--- src/rtl/snake_match_ctrl.sv ---
// -----------------------------------------------------------------------------
// snake_match_ctrl
//
// Match controller for an N-player snake game. It produces the per-player move
// strobes at a selectable speed, resolves deaths (wall, self-body, other body
// and head-to-head), runs the IDLE/RUN/FLASH/OVER round sequence and keeps the
// per-player scores together with winner detection.
//
// Ports:
//   clk          system clock
//   rst          asynchronous active-low reset
//   start        one-cycle pulse: begin a round (IDLE) or a new match (OVER)
//   speed_sel    requested speed level; taken only at a period boundary
//   head_x/y     packed head coordinates, player 0 in the LSBs
//   hit_wall     per-player wall collision (level)
//   hit_body     per-player self-body collision (level)
//   hit_other    per-player collision with another snake's body (level)
//   step         one-cycle move strobe for every alive player
//   alive        players still in the current round
//   game_status  00 IDLE, 01 RUN, 10 FLASH, 11 OVER
//   die_flash    blink signal for the renderer during FLASH
//   score        packed per-player scores, player 0 in the LSBs
//   winner       one-hot match winner, valid in OVER
//   over         high while in OVER
//   speed_light  one-hot of the speed level actually in use
// -----------------------------------------------------------------------------
module snake_match_ctrl #(
  parameter int N_PLAYERS    = 2,
  parameter int COORD_W      = 6,
  parameter int TICK_BASE    = 12500000,
  parameter int SPEED_LEVELS = 4,
  parameter int SCORE_W      = 4,
  parameter int WIN_SCORE    = 5,
  parameter int FLASH_CYCLES = 50000000,
  parameter int FLASH_TOGGLE = 6250000,
  localparam int SEL_W       = (SPEED_LEVELS > 1) ? $clog2(SPEED_LEVELS) : 1
) (
  input  logic                           clk,
  input  logic                           rst,
  input  logic                           start,
  input  logic [SEL_W-1:0]               speed_sel,
  input  logic [N_PLAYERS*COORD_W-1:0]   head_x,
  input  logic [N_PLAYERS*COORD_W-1:0]   head_y,
  input  logic [N_PLAYERS-1:0]           hit_wall,
  input  logic [N_PLAYERS-1:0]           hit_body,
  input  logic [N_PLAYERS-1:0]           hit_other,
  output logic [N_PLAYERS-1:0]           step,
  output logic [N_PLAYERS-1:0]           alive,
  output logic [1:0]                     game_status,
  output logic                           die_flash,
  output logic [N_PLAYERS*SCORE_W-1:0]   score,
  output logic [N_PLAYERS-1:0]           winner,
  output logic                           over,
  output logic [SPEED_LEVELS-1:0]        speed_light
);

  localparam int CNT_W = $clog2(TICK_BASE + 1);
  localparam int FC_W  = $clog2(FLASH_CYCLES + 1);
  localparam int FT_W  = $clog2(FLASH_TOGGLE + 1);
  // A multi-player round ends with one survivor; a solo round ends at zero.
  localparam int SURV_MAX = (N_PLAYERS > 1) ? 1 : 0;
  localparam logic [SCORE_W:0] WIN_TH = (SCORE_W + 1)'(WIN_SCORE);

  typedef enum logic [1:0] {
    S_IDLE  = 2'b00,
    S_RUN   = 2'b01,
    S_FLASH = 2'b10,
    S_OVER  = 2'b11
  } state_t;

  state_t                state;
  logic [SEL_W-1:0]      level;
  logic [CNT_W-1:0]      tick_cnt;
  logic [FC_W-1:0]       flash_cnt;
  logic [FT_W-1:0]       toggle_cnt;

  logic [N_PLAYERS-1:0]  hit_any;
  logic [N_PLAYERS-1:0]  dead;
  logic [N_PLAYERS-1:0]  alive_nxt;
  logic [2:0]            alive_cnt;
  logic                  round_end;
  logic                  tick;
  logic [CNT_W-1:0]      period_m1;
  logic [SEL_W-1:0]      sel_sat;
  logic                  win_any;
  logic [N_PLAYERS-1:0]  win_oh;

  // Out-of-range requests clamp to the fastest level.
  function automatic logic [SEL_W-1:0] sat_level(input logic [SEL_W-1:0] sel);
    if (int'(sel) > SPEED_LEVELS - 1)
      return SEL_W'(SPEED_LEVELS - 1);
    return sel;
  endfunction

  function automatic logic [SCORE_W-1:0] sat_inc(input logic [SCORE_W-1:0] s);
    return (&s) ? s : s + 1'b1;
  endfunction

  function automatic logic [2:0] popcnt(input logic [N_PLAYERS-1:0] v);
    logic [2:0] c;
    c = '0;
    for (int k = 0; k < N_PLAYERS; k++)
      c = c + {2'b00, v[k]};
    return c;
  endfunction

  function automatic logic [SPEED_LEVELS-1:0] level_onehot(input logic [SEL_W-1:0] lvl);
    logic [SPEED_LEVELS-1:0] v;
    v = '0;
    for (int k = 0; k < SPEED_LEVELS; k++)
      if (int'(lvl) == k) v[k] = 1'b1;
    return v;
  endfunction

  assign game_status = state;

  always_comb begin
    hit_any = hit_wall | hit_body | hit_other;
    dead    = '0;
    // Only alive players can die or kill; a head meeting another alive head
    // marks this player, and the symmetric pass of the loop marks the other.
    for (int i = 0; i < N_PLAYERS; i++) begin
      if (alive[i]) begin
        if (hit_any[i]) dead[i] = 1'b1;
        for (int j = 0; j < N_PLAYERS; j++) begin
          if (j != i && alive[j] &&
              head_x[i*COORD_W +: COORD_W] == head_x[j*COORD_W +: COORD_W] &&
              head_y[i*COORD_W +: COORD_W] == head_y[j*COORD_W +: COORD_W])
            dead[i] = 1'b1;
        end
      end
    end
    alive_nxt = alive & ~dead;
    alive_cnt = popcnt(alive_nxt);
    round_end = (alive_cnt <= 3'(SURV_MAX));

    period_m1 = CNT_W'((TICK_BASE >> level) - 1);
    tick      = (tick_cnt == period_m1);
    sel_sat   = sat_level(speed_sel);

    // Lowest-index player that has reached the winning score.
    win_any = 1'b0;
    win_oh  = '0;
    for (int i = 0; i < N_PLAYERS; i++) begin
      if (!win_any && ({1'b0, score[i*SCORE_W +: SCORE_W]} >= WIN_TH)) begin
        win_any   = 1'b1;
        win_oh[i] = 1'b1;
      end
    end
  end

  always_ff @(posedge clk or negedge rst) begin
    if (!rst) begin
      state       <= S_IDLE;
      step        <= '0;
      alive       <= '1;
      die_flash   <= 1'b0;
      score       <= '0;
      winner      <= '0;
      over        <= 1'b0;
      level       <= '0;
      speed_light <= level_onehot('0);
      tick_cnt    <= '0;
      flash_cnt   <= '0;
      toggle_cnt  <= '0;
    end else begin
      step <= '0;
      case (state)
        S_IDLE: begin
          if (start) begin
            state       <= S_RUN;
            tick_cnt    <= '0;
            alive       <= '1;
            level       <= sel_sat;
            speed_light <= level_onehot(sel_sat);
          end
        end

        S_RUN: begin
          alive <= alive_nxt;
          if (round_end) begin
            // Round over: step stays low, a sole survivor scores.
            state      <= S_FLASH;
            tick_cnt   <= '0;
            flash_cnt  <= '0;
            toggle_cnt <= '0;
            die_flash  <= 1'b1;
            if (N_PLAYERS > 1 && alive_cnt == 3'd1) begin
              for (int i = 0; i < N_PLAYERS; i++)
                if (alive_nxt[i])
                  score[i*SCORE_W +: SCORE_W] <= sat_inc(score[i*SCORE_W +: SCORE_W]);
            end
          end else if (tick) begin
            // Period boundary: the only point where a new speed is taken.
            tick_cnt    <= '0;
            step        <= alive_nxt;
            level       <= sel_sat;
            speed_light <= level_onehot(sel_sat);
          end else begin
            tick_cnt <= tick_cnt + 1'b1;
          end
        end

        S_FLASH: begin
          if (flash_cnt == FC_W'(FLASH_CYCLES - 1)) begin
            die_flash  <= 1'b0;
            flash_cnt  <= '0;
            toggle_cnt <= '0;
            if (win_any || N_PLAYERS == 1) begin
              state  <= S_OVER;
              over   <= 1'b1;
              winner <= (N_PLAYERS == 1) ? '0 : win_oh;
            end else begin
              state <= S_IDLE;
              alive <= '1;
            end
          end else begin
            flash_cnt <= flash_cnt + 1'b1;
            if (toggle_cnt == FT_W'(FLASH_TOGGLE - 1)) begin
              toggle_cnt <= '0;
              die_flash  <= ~die_flash;
            end else begin
              toggle_cnt <= toggle_cnt + 1'b1;
            end
          end
        end

        S_OVER: begin
          if (start) begin
            // New match starts straight into a round.
            state       <= S_RUN;
            score       <= '0;
            winner      <= '0;
            over        <= 1'b0;
            alive       <= '1;
            tick_cnt    <= '0;
            level       <= sel_sat;
            speed_light <= level_onehot(sel_sat);
          end
        end

        default: state <= S_IDLE;
      endcase
    end
  end

endmodule

--- config.mk ---
export PLATFORM = sky130hd
export DESIGN_NAME = snake_match_ctrl
export DESIGN_NICKNAME = d
export VERILOG_FILES = /design/src/rtl/snake_match_ctrl.sv
export SDC_FILE = /design/constraint.sdc
export NUM_CORES = 1
export LEC_CHECK = 0
export CAP_MARGIN = 15
export CORE_UTILIZATION = 58
export DETAILED_ROUTE_END_ITERATION = 16
export HOLD_SLACK_MARGIN = 0.06
export MAX_ROUTING_LAYER = met4
export PLACE_DENSITY = 0.86
export SLEW_MARGIN = 5
export SYNTH_ARGS = -nofsm -noshare
export SYNTH_HDL_FRONTEND = slang
export SYNTH_SLANG_ARGS = --single-unit
--- constraint.sdc ---
create_clock -name clk -period 3.35 [get_ports clk]
set_input_delay 0.5025 -clock clk [delete_from_list [all_inputs] [get_ports clk]]
set_output_delay 0.5025 -clock clk [all_outputs]
set_load 0.05 [all_outputs]
* After elaboration in Yosys (flattened, before gate mapping)
Cells that the tools add are included.
Word-level totals: register bits 97, input bits 35
Operators by class: add/sub/neg operators 7, magnitude comparators 3, equal/unequal tests 28, shift operators 1, muxes and demuxes 64, bitwise operators 5, reductions and logical operators 24
Operators by type and width (number):
- two-way mux 24 bit | 3
- two-way mux 23 bit | 3
- two-way mux 26 bit | 2
- case mux 26 bit (2 select lines) | 1
- case mux 24 bit (2 select lines) | 1
- case mux 23 bit (2 select lines) | 1
- two-way mux 2 bit | 16
- two-way mux 4 bit | 7
- adder 26 x 1 -> 26 bit, second input constant | 1
- == test 26 bit, second input constant | 1
- adder 24 x 1 -> 24 bit, second input constant | 1
- == test 24 bit | 1
- == test 6 bit | 4
- two-way mux 8 bit | 3
- inequality test 2 bit, second input constant | 12
- right shift 24 x 2 -> 24 bit, first input constant | 1
- subtractor 24 x 2 -> 24 bit, second input constant | 1
- adder 23 x 1 -> 23 bit, second input constant | 1
- == test 23 bit, second input constant | 1
- two-way mux 1 bit | 19
- case mux 8 bit (2 select lines) | 1
- AND reduction 4 bit | 4
- case mux 2 bit (3 select lines) | 2
- AND reduction 6 bit | 2
- 22 further kinds | 43

* Longest topological paths before layout
word-level depth 12, mapped depth 13, depth with buffers taken out 12

* Worst setup path after synthesis
OpenSTA, ideal clock, no wires.
path type input port to flip-flop, start point input head_y[4], end point register score[2], setup time 0.122 ns, arrival 3.014 ns, setup slack 0.215 ns, stages on the path 12, buffers on the path 0, cell sequence xor2_1 > nor4_1 > and4_1 > nand2b_1 > inv_1 > ha_1 > nor2b_1 > mux2i_1 > or2_2 > a211oi_1 > o21ai_0 > a32o_1
On the way: cells in the longest elaborated chain, start to end 10, elaborated cells between the ends (all ways) 17
RTL lines:
- start: declaration | line 43 | input logic [N_PLAYERS*COORD_W-1:0] head_y,
- == test 6 bit | line 128 | head_y[i*COORD_W +: COORD_W] == head_y[j*COORD_W +: COORD_W])
- logical AND 1 bit | line 127 | head_x[i*COORD_W +: COORD_W] == head_x[j*COORD_W +: COORD_W] &&
- two-way mux 1 bit | line 126 | if (j != i && alive[j] &&
- two-way mux 1 bit | line 123 | if (alive[i]) begin
- inverter 2 bit * | line 133 | alive_nxt = alive & ~dead;
- bitwise AND 2 bit * | line 133
- adder 1 x 1 -> 2 bit | line 103 | c = c + {2'b00, v[k]};
- <= comparator 2 x 1 -> 1 bit / == test 2 x 1 -> 1 bit (equally long branches) | line 135, 188
- inequality test 2 bit (no source line)
- AND reduction 6 bit (no source line) *
- end signal: indexed assignment | line 191 | score[i*SCORE_W +: SCORE_W] <= sat_inc(score[i*SCORE_W +: SCORE_W]);
- end: declaration | line 51 | output logic [N_PLAYERS*SCORE_W-1:0] score,
Every way passes the cells marked *; elsewhere a longest branch is shown, timed or not. A chain may end at the register's enable or synchronous reset.

* Worst setup path after layout
start point input head_y[4], end point register flash_cnt[15]
On the way: cells in the longest elaborated chain, start to end 10, elaborated cells between the ends (all ways) 14
RTL lines:
- == test 6 bit | line 128
- logical AND 1 bit | line 127
- two-way mux 1 bit | line 126
- two-way mux 1 bit | line 123
- inverter 2 bit * | line 133
- bitwise AND 2 bit * | line 133
- adder 1 x 1 -> 2 bit * | line 103
- <= comparator 2 x 1 -> 1 bit * | line 135 | round_end = (alive_cnt <= 3'(SURV_MAX));
- inequality test 2 bit (no source line) *
- AND reduction 2 bit (no source line) *
- end signal: assignment | line 218 | flash_cnt <= flash_cnt + 1'b1;
- end: declaration | line 74 | logic [FC_W-1:0] flash_cnt;
Marked as above.

==> flow_summary.json <==
{
  "synth_cells": 651,
  "power.density_mw_per_mm2": 307,
  "grt.total_usage_pct": 29.3,
  "cts-root-buf": "clkbuf_8",
  "fin_nets": 779,
  "critPathMaxFanout": 5,
  "fill_cells": 726,
  "startpoint_type": "input pin",
  "cts_tree": "built",
  "cp_top_family": "simple AND/OR/NAND/NOR gates",
  "fp-row-count": 36,
  "routabilityCongestion": 0.905,
  "ff2ff_path_depth": 9,
  "hold_path.class": "in -> async",
  "cts_setup_buffers": 0,
  "cts.clk_slew.worst_paths_ns": 0.09,
  "holdWs_ns": 0.0639,
  "relSlewSlack_pct": 61.9,
  "grt_max_degree": 38,
  "worstReg2RegEnd": "tick_cnt[19]",
  "portBuffers": 56,
  "yosys.area.top_type": "dfrtp_1",
  "antenna_found_initial": 0,
  "clock_sinks": 97,
  "wl_per_cell_um": 16.5,
  "num_vias": 5335,
  "hpwl_mm": 10.3,
  "fmax_ghz": 0.308,
  "fp.dieH_um": 102,
  "cts.htree.levels": 3,
  "drt_iter0_drc": 348,
  "r2r_start": "level[0]",
  "crit_arrival_ns": 3.51,
  "finClkSkew_ns": 0.0119,
  "crit_top_cell": "nor4_2",
  "fin_util_pct": 71.6,
  "synth_seq_cells": 97,
  "critPathBufInv": 3,
  "post-route-period-util_pct": 96.9,
  "final_antenna_net_count": 0,
  "dieArea_mm2": 0.0104,
  "worstSetupEndpointType": "flip-flop",
  "cts_max_path_buffers": 2,
  "worstSetupPathType": "in -> reg",
  "final_cell_area_mm2": 0.00696,
  "critPathSlowestCell": "clkdlybuf4s50_1",
  "drive_above_1_share_pct": 11.4,
  "power.leakage_nw": 2.98,
  "path_cells": "clkdlybuf4s50_1, xor2_1, nor4_2, and4_1, nand2b_1, inv_1, ha_1, a2111oi_4, buf_4, nand3_1, nor4_2, xnor2_1, nor2_1",
  "async_flop_share_pct": 100,
  "grt_pass1_vias": 4966,
  "ys.warnings.count": 0,
  "yosys.area.top_type_share_pct": 40.6,
  "diodes": 0,
  "synth_commonest_cells": "dfrtp_1 (94), nand2_1 (63), nor2_1 (60), nand3_1 (41), o21ai_0 (36)",
  "period_needed_ns": 3.24,
  "synth_edf_count": 0,
  "yosys.cell_count.top_type": "dfrtp_1",
  "syn_area_mm2": 0.00579,
  "syn2layout_area_growth_pct": 20.2,
  "reg2reg_slack_ns": 0.38,
  "synth_nets": 701,
  "finalHoldViolations": 0,
  "cpPeakStageDelay_ns": 0.42,
  "clk_latency_ns": 0.38,
  "io_pins": 57,
  "status": "complete, no violations",
  "slew_violations": 0,
  "required_ns": 3.62,
  "worst_pin_slew_ns": 0.567,
  "fp.coreArea_mm2": 0.00973,
  "route.detailed.drc": 0,
  "setup_viol": 0,
  "ys_types": 61,
  "start_util_pct": 59.5,
  "ys_top_cells_by_area": "dfrtp_1 (41%), nand2_1 (4.1%), nor2_1 (3.9%)",
  "overflow": 0,
  "synth_seq_area_share_pct": 42.0,
  "cts_buffers": 9,
  "ys.flop_type": "dfrtp_1",
  "die_width_um": 102,
  "cts_hold_buffers": 0,
  "vias_per_cell": 6.15,
  "maxCapViolations": 0,
  "totalWireLength_mm": 14.3,
  "avgSynthCellArea_um2": 8.90,
  "drtPass1Iterations": 6,
  "ir_drop_uv": 339,
  "grt_first_pass_wirelength_mm": 23.1,
  "placed_cell_area_mm2": 0.00668
}
[final cells by class]
class / instances / area [um^2] / area share [%]
inverters: 33 / 124 / 1.78
multi-input cells: 494 / 3150 / 45.3
clock buffers: 10 / 138 / 1.98
well taps: 133 / 166 / 2.39
clock inverters: 6 / 96.3 / 1.38
flip-flops and latches: 97 / 2430 / 34.9
repair buffers: 94 / 856 / 12.3
[cell usage in the layout (no fill, tap or decap), types with 14 or more instances in the layout]
cell type and count:
clkdlybuf4s50_1 55, nand3_1 41, xor2_1 22, nand2_1 63
buf_4 38, o21ai_0 35, inv_1 32, nor3_1 21
nand4_1 28, xnor2_1 21, nor2_1 60, and3_1 14
a21oi_1 21, dfrtp_1 94, ha_1 15
[where the power goes]
group	switching (W)	internal [W]	leakage [nW]
clock	0.000433	0.000451	0.115
sequential	0	0.00117	1.22
combinational	0.0000423	0.0000444	1.65
total	0.000475	0.00167	2.98
[repair_timing]
action	4_1_cts	5_1_grt
gates resized for setup	0	7
endpoints found under the hold margin	0	0
setup endpoints to repair	0	13
[per-layer routing]
layer  wire [um]  global-route usage (%)  share of wire, %  vias to the layer above
met1        6030                    35.9                42                     2578
li1            -                       -                 -                     2516
met2        7270                    47.3                51                      216
met5           0                       -                 0                        -
met3         792                    7.05               5.5                       25
met4         216                    11.0               1.5                        0
[state kept, by name, summed over array words and instances, names as in the netlist]
register,flops
flash_cnt,26
tick_cnt,24
toggle_cnt,23
score,8
speed_light,4
alive,2
game_status,2
level,2
step,2
winner,2
die_flash,1
over,1
[worst max-delay path by stage]
stage	slack, ns	endpoint	cells after the start	startpoint
2_1_floorplan	0.21	score[2]	12	head_y[4]
3_3_place_gp	-0.19	flash_cnt[15]	13	head_y[4]
3_5_place_dp	-0.35	flash_cnt[15]	13	head_y[1]
4_1_cts	0.06	flash_cnt[15]	13	head_y[1]
5_1_grt	-0.03	flash_cnt[15]	13	head_y[4]
6_report	0.11	flash_cnt[15]	13	head_y[4]
[per-stage QoR]
step	cells	setup WS [ns]	power (W)	TNS (ns)
2_1_floorplan	651	0.215	0.00121	0
3_3_place_gp	851	-0.187	0.00127	-1.85
3_5_place_dp	851	-0.351	0.00128	-4.71
4_1_cts	867	0.0551	0.00215	0
5_1_grt	867	-0.0268	0.00222	-0.0360
6_report	867	0.105	0.00214	0
[kinds of logic after synthesis]
| kind of cell | synth area share, % |
|---|---|
| buf+inv | 4.52 |
| flops | 42.0 |
| fa+ha+maj | 3.24 |
| xor+xnor | 6.50 |
| compound gates | 14.5 |
| mux | 2.98 |
| simple gates | 26.3 |
Power figures use the tool's default switching activity.
